## config.mk

```make
export PLATFORM = sky130hd
export DESIGN_NAME = mux_2x1_dataflow_flat
export DESIGN_NICKNAME = d
export VERILOG_FILES = /design/src/rtl/mux_2x1_dataflow_if.sv /design/src/rtl/mux_2x1_dataflow.sv /design/src/flat_wrapper.sv
export SDC_FILE = /design/constraint.sdc
export NUM_CORES = 1
export LEC_CHECK = 0
export BUFFER_PORTS_ARGS = -buffer_cell sky130_fd_sc_hd__buf_4
export CORE_AREA = 2 2 39 41
export CTS_CLUSTER_SIZE = 12
export DETAILED_ROUTE_END_ITERATION = 8
export DIE_AREA = 0 0 41 43
export GPL_TIMING_DRIVEN = 1
export PLACE_DENSITY = 0.65
export SYNTH_ARGS = -nofsm -noshare
export SYNTH_HDL_FRONTEND = slang
export SYNTH_SLANG_ARGS = --single-unit
```

## constraint.sdc

```tcl
create_clock -name clk -period 1.9 [get_ports clk]
set_clock_uncertainty 0.15 [all_clocks]
set_input_delay 0.475 -clock clk [delete_from_list [all_inputs] [get_ports clk]]
set_output_delay 0.475 -clock clk [all_outputs]
set_load 0.02 [all_outputs]
```

## src/rtl/mux_2x1_dataflow_if.sv

```systemverilog
// Bus bundle for mux_2x1_dataflow: the two data sources, select, capture enable
// and every mux output. The driver side is the master; the mux is the slave.
interface mux_2x1_dataflow_if #(
    parameter int unsigned WIDTH = 1,
    parameter int unsigned CNT_W = 8
);
    logic [WIDTH-1:0] i0;
    logic [WIDTH-1:0] i1;
    logic             s;
    logic             en;
    logic [WIDTH-1:0] Q;
    logic [WIDTH-1:0] q_reg;
    logic             q_valid;
    logic [CNT_W-1:0] sel_toggles;

    modport master (
        output i0, i1, s, en,
        input  Q, q_reg, q_valid, sel_toggles
    );

    modport slave (
        input  i0, i1, s, en,
        output Q, q_reg, q_valid, sel_toggles
    );
endinterface

```

## src/rtl/mux_2x1_dataflow.sv

```systemverilog
// 2:1 mux with a combinational output, an enable-gated registered copy with a
// valid flag, and a saturating counter of select transitions.
module mux_2x1_dataflow #(
    parameter int unsigned WIDTH = 1,
    parameter int unsigned CNT_W = 8
) (
    input logic                clk,
    input logic                rst,
    mux_2x1_dataflow_if.slave  bus
);
    logic [WIDTH-1:0] q_reg_q,       q_reg_d;
    logic             q_valid_q,     q_valid_d;
    logic [CNT_W-1:0] sel_toggles_q, sel_toggles_d;
    logic             s_prev_q,      s_prev_d;

    // Conditional operator merges i0/i1 bitwise when s is X/Z.
    assign bus.Q = bus.s ? bus.i1 : bus.i0;

    always_comb begin
        q_reg_d       = q_reg_q;
        q_valid_d     = q_valid_q;
        sel_toggles_d = sel_toggles_q;
        s_prev_d      = bus.s;
        if (bus.en) begin
            q_reg_d   = bus.s ? bus.i1 : bus.i0;
            q_valid_d = 1'b1;
        end
        if ((bus.s != s_prev_q) && (sel_toggles_q != '1)) begin
            sel_toggles_d = sel_toggles_q + 1'b1;
        end
    end

    always_ff @(posedge clk) begin
        if (rst) begin
            q_reg_q       <= '0;
            q_valid_q     <= 1'b0;
            sel_toggles_q <= '0;
            s_prev_q      <= 1'b0;
        end else begin
            q_reg_q       <= q_reg_d;
            q_valid_q     <= q_valid_d;
            sel_toggles_q <= sel_toggles_d;
            s_prev_q      <= s_prev_d;
        end
    end

    assign bus.q_reg       = q_reg_q;
    assign bus.q_valid     = q_valid_q;
    assign bus.sel_toggles = sel_toggles_q;
endmodule

```

## src/flat_wrapper.sv

```systemverilog
// flat-port wrapper written by rule: the top's interface ports become plain ports
module mux_2x1_dataflow_flat 
#(
    parameter int unsigned WIDTH = 1,
    parameter int unsigned CNT_W = 8
)
  (clk, rst, bus_i0, bus_i1, bus_s, bus_en, bus_Q, bus_q_reg, bus_q_valid, bus_sel_toggles);
  mux_2x1_dataflow_if #(.WIDTH(WIDTH), .CNT_W(CNT_W)) bus_i ();
  input logic clk;
  input logic rst;
  input wire logic [$bits(bus_i.i0)-1:0] bus_i0;
  input wire logic [$bits(bus_i.i1)-1:0] bus_i1;
  input wire logic [$bits(bus_i.s)-1:0] bus_s;
  input wire logic [$bits(bus_i.en)-1:0] bus_en;
  output wire logic [$bits(bus_i.Q)-1:0] bus_Q;
  output wire logic [$bits(bus_i.q_reg)-1:0] bus_q_reg;
  output wire logic [$bits(bus_i.q_valid)-1:0] bus_q_valid;
  output wire logic [$bits(bus_i.sel_toggles)-1:0] bus_sel_toggles;
  assign bus_i.i0 = bus_i0;
  assign bus_i.i1 = bus_i1;
  assign bus_i.s = bus_s;
  assign bus_i.en = bus_en;
  assign bus_Q = bus_i.Q;
  assign bus_q_reg = bus_i.q_reg;
  assign bus_q_valid = bus_i.q_valid;
  assign bus_sel_toggles = bus_i.sel_toggles;
  mux_2x1_dataflow #(.WIDTH(WIDTH), .CNT_W(CNT_W)) u_core (.clk(clk), .rst(rst), .bus(bus_i));
endmodule
```

==> results of run 1 <==
## path summary, 6_finish.rpt
| kind | slack, ps | endpoint | cells past startpoint | from |
|---|---|---|---|---|
| max | 180 | u_core.bus.sel_toggles[0] | 4 | u_core.bus.sel_toggles[0] |
| min | 280 | u_core.bus.q_valid | 3 | bus_en |
| max reg2reg | 180 | u_core.bus.sel_toggles[0] | 4 | u_core.bus.sel_toggles[0] |
| min reg2reg | 320 | u_core.bus.q_valid | 2 | u_core.bus.q_valid |
## layout by cell type, fill, tap and decap left out, types with 2 or more instances in the layout
master / count
buf_4: 17
dfxtp_1: 11
nor3_1: 5
a21oi_1: 4
nor2_1: 4
mux2_2: 3
a211oi_1: 3
nand2b_1: 3
nor2b_1: 3
nand3_1: 3
clkbuf_4: 3
nand2_1: 2
mux2i_1: 2
inv_1: 2
## worst min-delay path, cell delays in order
cell and delay (ps):
buf_4 90, nor2_1 40, nor2_1 70
## cells by family after synthesis
logic type                 Yosys count  share of synthesized area
DFF                                 11                      0.415
and+or+nand+nor                     27                      0.283
adders and majority gates            1                     0.0236
AOI/OAI and AO/OA                   10                      0.123
xor gates and xnor gates             2                     0.0330
buffers and inverters                3                     0.0212
muxes                                5                      0.101
## layer usage
metal | part of all wire | vias to the layer above
met2 | 0.46 | 10
met4 | 0.0045 | 0
met1 | 0.48 | 235
met5 | 0 | -
li1 | - | 259
met3 | 0.053 | 2
## per-stage QoR
| stage | instance area [um^2] | setup slack (ps) |
|---|---|---|
| after floorplan | 531 | 193 |
| after global placement | 674 | 178 |
| after detailed placement | 674 | 135 |
| after CTS | 701 | 179 |
| after global routing | 701 | 106 |
| final | 701 | 183 |
## where the power goes
| part | switching (mW) | internal [mW] |
|---|---|---|
| logic | 0.0411 | 0.0394 |
| clock network | 0.0752 | 0.0813 |
| registers | 0.00930 | 0.241 |
## final cells by class
class / instances / area share
well taps: 16 / 0.0286
clock buffers: 4 / 0.0375
repair buffers: 17 / 0.182
inverters: 2 / 0.0107
flip-flops and latches: 11 / 0.314
multi-input cells: 45 / 0.427
==> metrics.txt, run 1 <==
H-tree levels=1; Worst Path Buf+Inv=0; first-pass GRT wire length=1890 um; met1 Use GR=0.210; GRT overflow=0; layout cells sized above 1=0.291; cts bufs inserted=3; fillcell total=130; Synth top area share=0.415; critical path arrival=1720 ps; most instantiated library cell after synthesis=dfxtp_1; post-synthesis cell area=531 um^2; Multi-input gate area=299 um^2; Final min period=1720 ps; Die ar.=0.00176 mm^2; DRC=0; cts hold-fix bufs=0; Post-Syn Instances=59; post-DR vias/cell=5.33; Net Count, Synth=66; Main synth FF type=dfxtp_1; IO buf count=16; Hold Slack=284 ps; io pins=17; core region area=0.00138 mm^2; final period utilization=0.904; CP peak stage delay=360 ps; Power Total=487 uW; CP required=1910 ps; Resized cells post-CTS=0; CP endpoint kind=register; synth top area cells=dfxtp_1 42%, mux2_2 6.4%, nor3_1 4.7%; FMAX=583 MHz; slew margin rel.=0.675; final-report max-slew violation count=0; die height=43 um; Least-Margin Pin Slew=485 ps; area grow syn2layout=32.1%; WL final=1120 um; distinct cell type count after synthesis=26; gpl congestion=0.736; yosys warns=0; max FFs per register=8; TritonCTS clock tree=built; Final Hold Fails=0; diode count=0; RSZ-0062 raised after global routing=no; pwr dens=695 mW/mm^2; most instantiated cells after synthesis=11 x dfxtp_1, 5 x nor3_1, 4 x a21oi_1, 4 x nor2_1; Final Util=0.506; wire length per cell=11.8 um; critical path class=register to register; vias in the first global route=431; ys async rst share=0; Via Count=506; leakage=0.278 nW; post-detail-place hpwl=810 um; syn avg cell area=8.99 um^2; CP Launch Type=register; Seq/Total Area, Yosys=0.415; crit path max fanout=6; die width=41 um; cell breakdown of the critical path=ha_1 > and3_1 > a21oi_1 > mux2_2; Slowest-stage cell, CP=mux2_2; Sink Count=11; EDFF count, synth=0; Root Driver=clkbuf_4; 1st-iter DRT viols=13; nets@finish=87; synthesized flop and latch total=11; DR pass1 iterations=3; Rows=14; Clock transition at path regs=60 ps; CP top delay family=multiplexers; # Post-CTS Setup Buffers=0; GR Util met3=0.0785; busiest metal layer after global routing=met2; Post-Route Setup TNS=0 ps; status=finished clean; dpl cells=91; Total GRT Usage=0.156; area leader, netlist=dfxtp_1; max-cap check violation count=0; initial antenna violation count=0; antenna-violating nets left=0; met2 Track Usage GR=0.216; fin cells=95; worst min path class=primary input to register; clock latency on the worst-skew pair=270 ps; Initial Utilization=0.383; largest net degree at the start of global routing=15; Seq. cell area=220 um^2; Setup Viol. Count Final=0; Peak VDD IR=0.000299 V; clk buf depth=2
(Power assumes the default switching activity.)
==> inputs of run 2 (changes only) <==
--- a/config.mk
+++ b/config.mk
@@ -12,6 +12,8 @@
 export DIE_AREA = 0 0 41 43
 export GPL_TIMING_DRIVEN = 1
 export PLACE_DENSITY = 0.65
+export RECOVER_POWER = 100
+export SLEW_MARGIN = 20
 export SYNTH_ARGS = -nofsm -noshare
 export SYNTH_HDL_FRONTEND = slang
 export SYNTH_SLANG_ARGS = --single-unit
==> run 2 against run 1 <==
Count of clock-buffer cells in the layout unchanged. Highest routed layer unchanged. Non-clock buffer count stayed put. Utilization is 3.8 points lower. Critical path type is now primary input to output pin.
==> metrics.txt, run 2 (synthesis results as in run 1) <==
Least-Margin Pin Slew=551 ps (+66.8 ps); die height=43 um (unchanged); Slowest-stage cell, CP=mux2_1; IO buf count=16 (unchanged); final period utilization=0.913 (+0.00919); clk buf depth=2 (unchanged); Initial Utilization=0.383 (unchanged); crit path max fanout=4 (-2); max-cap check violation count=0 (unchanged); Resized cells post-CTS=0 (unchanged); final-report max-slew violation count=0 (unchanged); cts bufs inserted=3 (unchanged); CP Launch Type=primary input; CP peak stage delay=330 ps (-30 ps); pwr dens=731 mW/mm^2 (+5.2%); fillcell total=145 (+12%); Sink Count=11 (unchanged); RSZ-0062 raised after global routing=no; Post-Route Setup TNS=0 ps (unchanged); nets@finish=87 (unchanged); Total GRT Usage=0.156 (unchanged); wire length per cell=11.9 um (+1.2%); worst min path class=primary input to register; clock latency on the worst-skew pair=270 ps (about the same); max FFs per register=8 (unchanged); Final min period=1730 ps (+17.5 ps); layout cells sized above 1=0.101 (-0.190); Rows=14 (unchanged); cell breakdown of the critical path=buf_4 > mux2_1 > clkbuf_1; TritonCTS clock tree=built; DP Area=674 um^2 (unchanged); gpl congestion=0.736 (unchanged); vias in the first global route=431 (unchanged); CP endpoint kind=output pin; io pins=17 (unchanged); CP required=1270 ps (-640 ps); dpl cells=91 (unchanged); CP top delay family=multiplexers; first-pass GRT wire length=1890 um (unchanged); Final Cell Area=648 um^2 (-7.5%); FMAX=577 MHz (-1.0%); status=finished clean; leakage=0.222 nW (-20%); reg-to-reg slack, setup=180 ps (about the same); DRC=0 (unchanged); Setup Viol. Count Final=0 (unchanged); Via Count=497 (-1.8%); largest net degree at the start of global routing=15 (unchanged); die width=41 um (unchanged); 1st-iter DRT viols=12 (-1); GRT overflow=0 (unchanged); H-tree levels=1 (unchanged); post-DR vias/cell=5.23 (-1.8%); leading cell types in the layout, fill and taps excluded=15 x clkbuf_1, 11 x dfxtp_1, 5 x nor3_1; Peak VDD IR=0.000294 V (-1.7%); area grow syn2layout=22.2%; WL final=1130 um (+1.2%); slew margin rel.=0.632 (-0.0422); cts hold-fix bufs=0 (unchanged); DR pass1 iterations=3 (unchanged); antenna-violating nets left=0 (unchanged); post-detail-place hpwl=810 um (unchanged); core region area=0.00138 mm^2 (unchanged); Root Driver=clkbuf_4; Die ar.=0.00176 mm^2 (unchanged); initial antenna violation count=0 (unchanged); fin cells=95 (unchanged); # Post-CTS Setup Buffers=0 (unchanged); diode count=0 (unchanged); Worst Path Buf+Inv=2 (+2); critical path arrival=1110 ps (-610 ps); Clock transition at path regs=70 ps (about the same); Final Hold Fails=0 (unchanged); commonest non-fill, non-tap cell in the layout=clkbuf_1; critical path class=primary input to output pin
## run 2: cell count changes in the layout (fill, tap and decap cells not counted)
cell	delta
buf_4	-14
mux2_2	-1
clkbuf_1	+14
mux2_1	+1
## run 2: through the flow
stage | setup WS [ps] | utilization | power [mW] | hold slack, ps
6_report | 166 | 0.468 | 0.474 | 309
3_3_place_gp | 178 | 0.487 | 0.335 | 304
2_1_floorplan | 193 | - | 0.300 | 391
4_1_cts | 179 | 0.506 | 0.496 | 282
3_5_place_dp | 135 | 0.487 | 0.336 | 313
5_1_grt | 107 | 0.468 | 0.504 | 345
## run 2: worst paths after layout
path	depth (start not counted)	to	start
max	3	bus_Q	bus_s
min	2	u_core.s_prev_q	bus_s
max reg2reg	4	u_core.bus.sel_toggles[0]	u_core.bus.sel_toggles[0]
min reg2reg	2	u_core.bus.q_valid	u_core.bus.q_valid
## run 2: cell type report
class	count	area, um^2	share of cell area
tap	16	20.0	0.0309
sequential	11	220	0.340
inverter	2	7.51	0.0116
clock buffer	4	26.3	0.0405
timing repair buffer	17	75.1	0.116
multi-input combinational	45	299	0.461
## run 2: routing by layer
layer | routed length (um) | global-route usage | part of all wire | vias up
met4 | 5 | 0.0400 | 0.0044 | 0
met3 | 60 | 0.0785 | 0.053 | 2
met5 | 0 | 0 | 0 | -
met1 | 544 | 0.210 | 0.48 | 225
li1 | - | - | - | 260
met2 | 521 | 0.216 | 0.46 | 10
## run 2: report_power, final
group	internal, mW	leakage (nW)	switching, mW
clock network	0.0813	0.0150	0.0750
logic	0.0267	0.118	0.0409
registers	0.241	0.0898	0.00913
==> inputs of run 3 (changes only) <==
--- a/config.mk
+++ b/config.mk
@@ -11,7 +11,7 @@
 export DETAILED_ROUTE_END_ITERATION = 8
 export DIE_AREA = 0 0 41 43
 export GPL_TIMING_DRIVEN = 1
-export PLACE_DENSITY = 0.65
+export PLACE_DENSITY = 0.68
 export RECOVER_POWER = 100
 export SLEW_MARGIN = 20
 export SYNTH_ARGS = -nofsm -noshare
==> constraint.sdc (replaced) <==
create_clock -name clk -period 1.4 [get_ports clk]
set_clock_uncertainty 0.15 [all_clocks]
set_input_delay 0.35 -clock clk [delete_from_list [all_inputs] [get_ports clk]]
set_output_delay 0.35 -clock clk [all_outputs]
set_load 0.02 [all_outputs]
==> run 3 against run 2 <==
The run now ends with negative setup slack left. First-iteration DRC count decreased by 17%. Critical endpoint is now u_core.bus.sel_toggles[0]. Combinational power up 150%. Flip-flop and latch count unchanged. Total power up 55%. Sequential power is 37% higher. Highest routed layer unchanged. Register-to-register slack worse by 190 ps.
==> metrics.txt, run 3 (synthesis results as in run 1) <==
Flop pwr share=0.465 (-0.063); Hold Slack=161 ps (-148 ps); Clock transition at path regs=70 ps (about the same); pwr dens=723 mW/mm^2 (-1.1%); die height=43 um (unchanged); post-DR vias/cell=5.18 (-1.0%); Die ar.=0.00176 mm^2 (unchanged); clock latency on the worst-skew pair=270 ps (about the same); CP peak stage delay=340 ps (about the same); Comb power frac=0.230 (+0.087); final period utilization=1.01; Slowest-stage cell, CP=dfxtp_4; leading cell types in the layout, fill and taps excluded=16 x buf_4, 13 x buf_6, 5 x clkbuf_1, 5 x dfxtp_4; Sink Count=11 (unchanged); Worst Path Buf+Inv=1 (-1); max FFs per register=8 (unchanged); CP endpoint kind=register; Final Hold Fails=0 (unchanged); antenna-violating nets left=0 (unchanged); status=complete, but fails checks; leakage=0.393 nW (+77%); WL final=1660 um (+46%); cell breakdown of the critical path=buf_4 > and3_4 > a21oi_4 > mux2_4; internal power=527 uW (+51%); 1st-iter DRT viols=10 (-2); min setup slack post-route=-7.80 ps (-174 ps); Least-Margin Pin Slew=349 ps (-203 ps); io pins=17 (unchanged); diode count=0 (unchanged); slew margin rel.=0.767 (+0.135); Sw Ratio=0.283 (+0.0191); critical path arrival=1420 ps (+310 ps); die width=41 um (unchanged); GRT overflow=0 (unchanged); Root Driver=clkbuf_4; Setup Viol. Count Final=1 (+1); critical path class=register to register; NetSw=208 uW (+66%); largest net degree at the start of global routing=15 (unchanged); Initial Utilization=0.383 (unchanged); TritonCTS clock tree=built; nets@finish=105 (+21%); FMAX=710 MHz; first-pass GRT wire length=2260 um (+19%); CP Launch Type=register; Rows=14 (unchanged); IO buf count=16 (unchanged); Final min period=1410 ps; gpl congestion=0.725 (-1.5%); vias in the first global route=536 (+24%); max-cap check violation count=0 (unchanged); CP required=1410 ps (+140 ps); crit path max fanout=5 (+1); DR pass1 iterations=4 (+1); Post-Route Setup TNS=-7.80 ps (-7.80 ps); Total GRT Usage=0.194 (+0.0378); final-report max-slew violation count=0 (unchanged); post-detail-place hpwl=946 um (+17%); initial antenna violation count=0 (unchanged); area grow syn2layout=91.5%; Via Count=585 (+18%); reg-to-reg slack, setup=-8 ps (-190 ps); Clock power frac=0.305 (-0.025); CP top delay family=flip-flops; worst min path class=primary input to register; core region area=0.00138 mm^2 (unchanged); wire length per cell=14.7 um (+23%); DRC=0 (unchanged); cts bufs inserted=3 (unchanged); failing checks=negative setup slack; clk buf depth=2 (unchanged); Final Util=0.734 (+0.266); Peak VDD IR=0.000585 V (+99%); RSZ-0062 raised after global routing=yes; commonest non-fill, non-tap cell in the layout=buf_4; layout cells sized above 1=0.567 (+0.466); H-tree levels=1 (unchanged); cts hold-fix bufs=0 (unchanged)
-- run 3: changes by cell type in the layout (fill, tap and decap cells not counted), moves of 2 or more --
cell	change
buf_4	+13
buf_6	+13
clkbuf_1	-10
dfxtp_1	-8
dfxtp_4	+5
dfxtp_2	+3
mux2_4	+2
-- run 3: path summary, 6_finish.rpt --
kind / start / end / cells past startpoint
worst max register to register: u_core.bus.sel_toggles[3] / u_core.bus.sel_toggles[0] / 4
worst min register to register: u_core.bus.q_valid / u_core.bus.q_valid / 2
worst min-delay path: bus_en / u_core.bus.q_valid / 3
worst max-delay path: u_core.bus.sel_toggles[3] / u_core.bus.sel_toggles[0] / 4
-- run 3: power groups by stage --
stage | clock [mW] | combinational, mW | sequential [mW]
after floorplan | 0 | 0.0550 | 0.367
after global placement | 0 | 0.139 | 0.350
after detailed placement | 0 | 0.141 | 0.351
after CTS | 0.226 | 0.165 | 0.342
after global routing | 0.239 | 0.181 | 0.344
final | 0.224 | 0.169 | 0.342
-- run 3: stage by stage --
| step | area (um^2) | power (mW) | setup slack (ps) | std cells |
|---|---|---|---|---|
| floorplan | 574 | 0.422 | -55.4 | 59 |
| global placement | 816 | 0.489 | -115 | 104 |
| detailed placement | 816 | 0.492 | -155 | 104 |
| CTS | 931 | 0.733 | 2.10 | 111 |
| global route | 1020 | 0.764 | -27.0 | 113 |
| finish | 1020 | 0.735 | -7.80 | 113 |
-- run 3: worst reg2reg max path, delay by kind of cell, from the launching register on --
kind | cells | cell delay (ps)
compound gates | 1 | 140
mux | 1 | 310
buf+inv | 1 | 150
simple gates | 1 | 210
flops | 1 | 340
-- run 3: layout make-up --
type                            count  area [um^2]
Clock buffer                        4         26.3
Fill cell                         105          368
Sequential cell                    11          243
Inverter                            2         7.51
Multi-Input combinational cell     45          403
Tap cell                           16         20.0
Timing Repair Buffer               35          317
-- run 3: what timing repair did --
action | 4_1_cts | 5_1_grt
resized for setup | 18 | 19
buffers inserted | 3 | 2
setup endpoints to repair | 9 | 12
pin swaps | 1 | 5
-- run 3: layer usage --
layer / track usage / vias to the layer above / part of all wire / wire length [um]
li1: - / 294 / - / -
met1: 0.225 / 275 / 0.43 / 719
met2: 0.297 / 12 / 0.51 / 852
met3: 0.0366 / 4 / 0.029 / 48
met4: 0.140 / 0 / 0.022 / 36
met5: 0 / - / 0 / 0
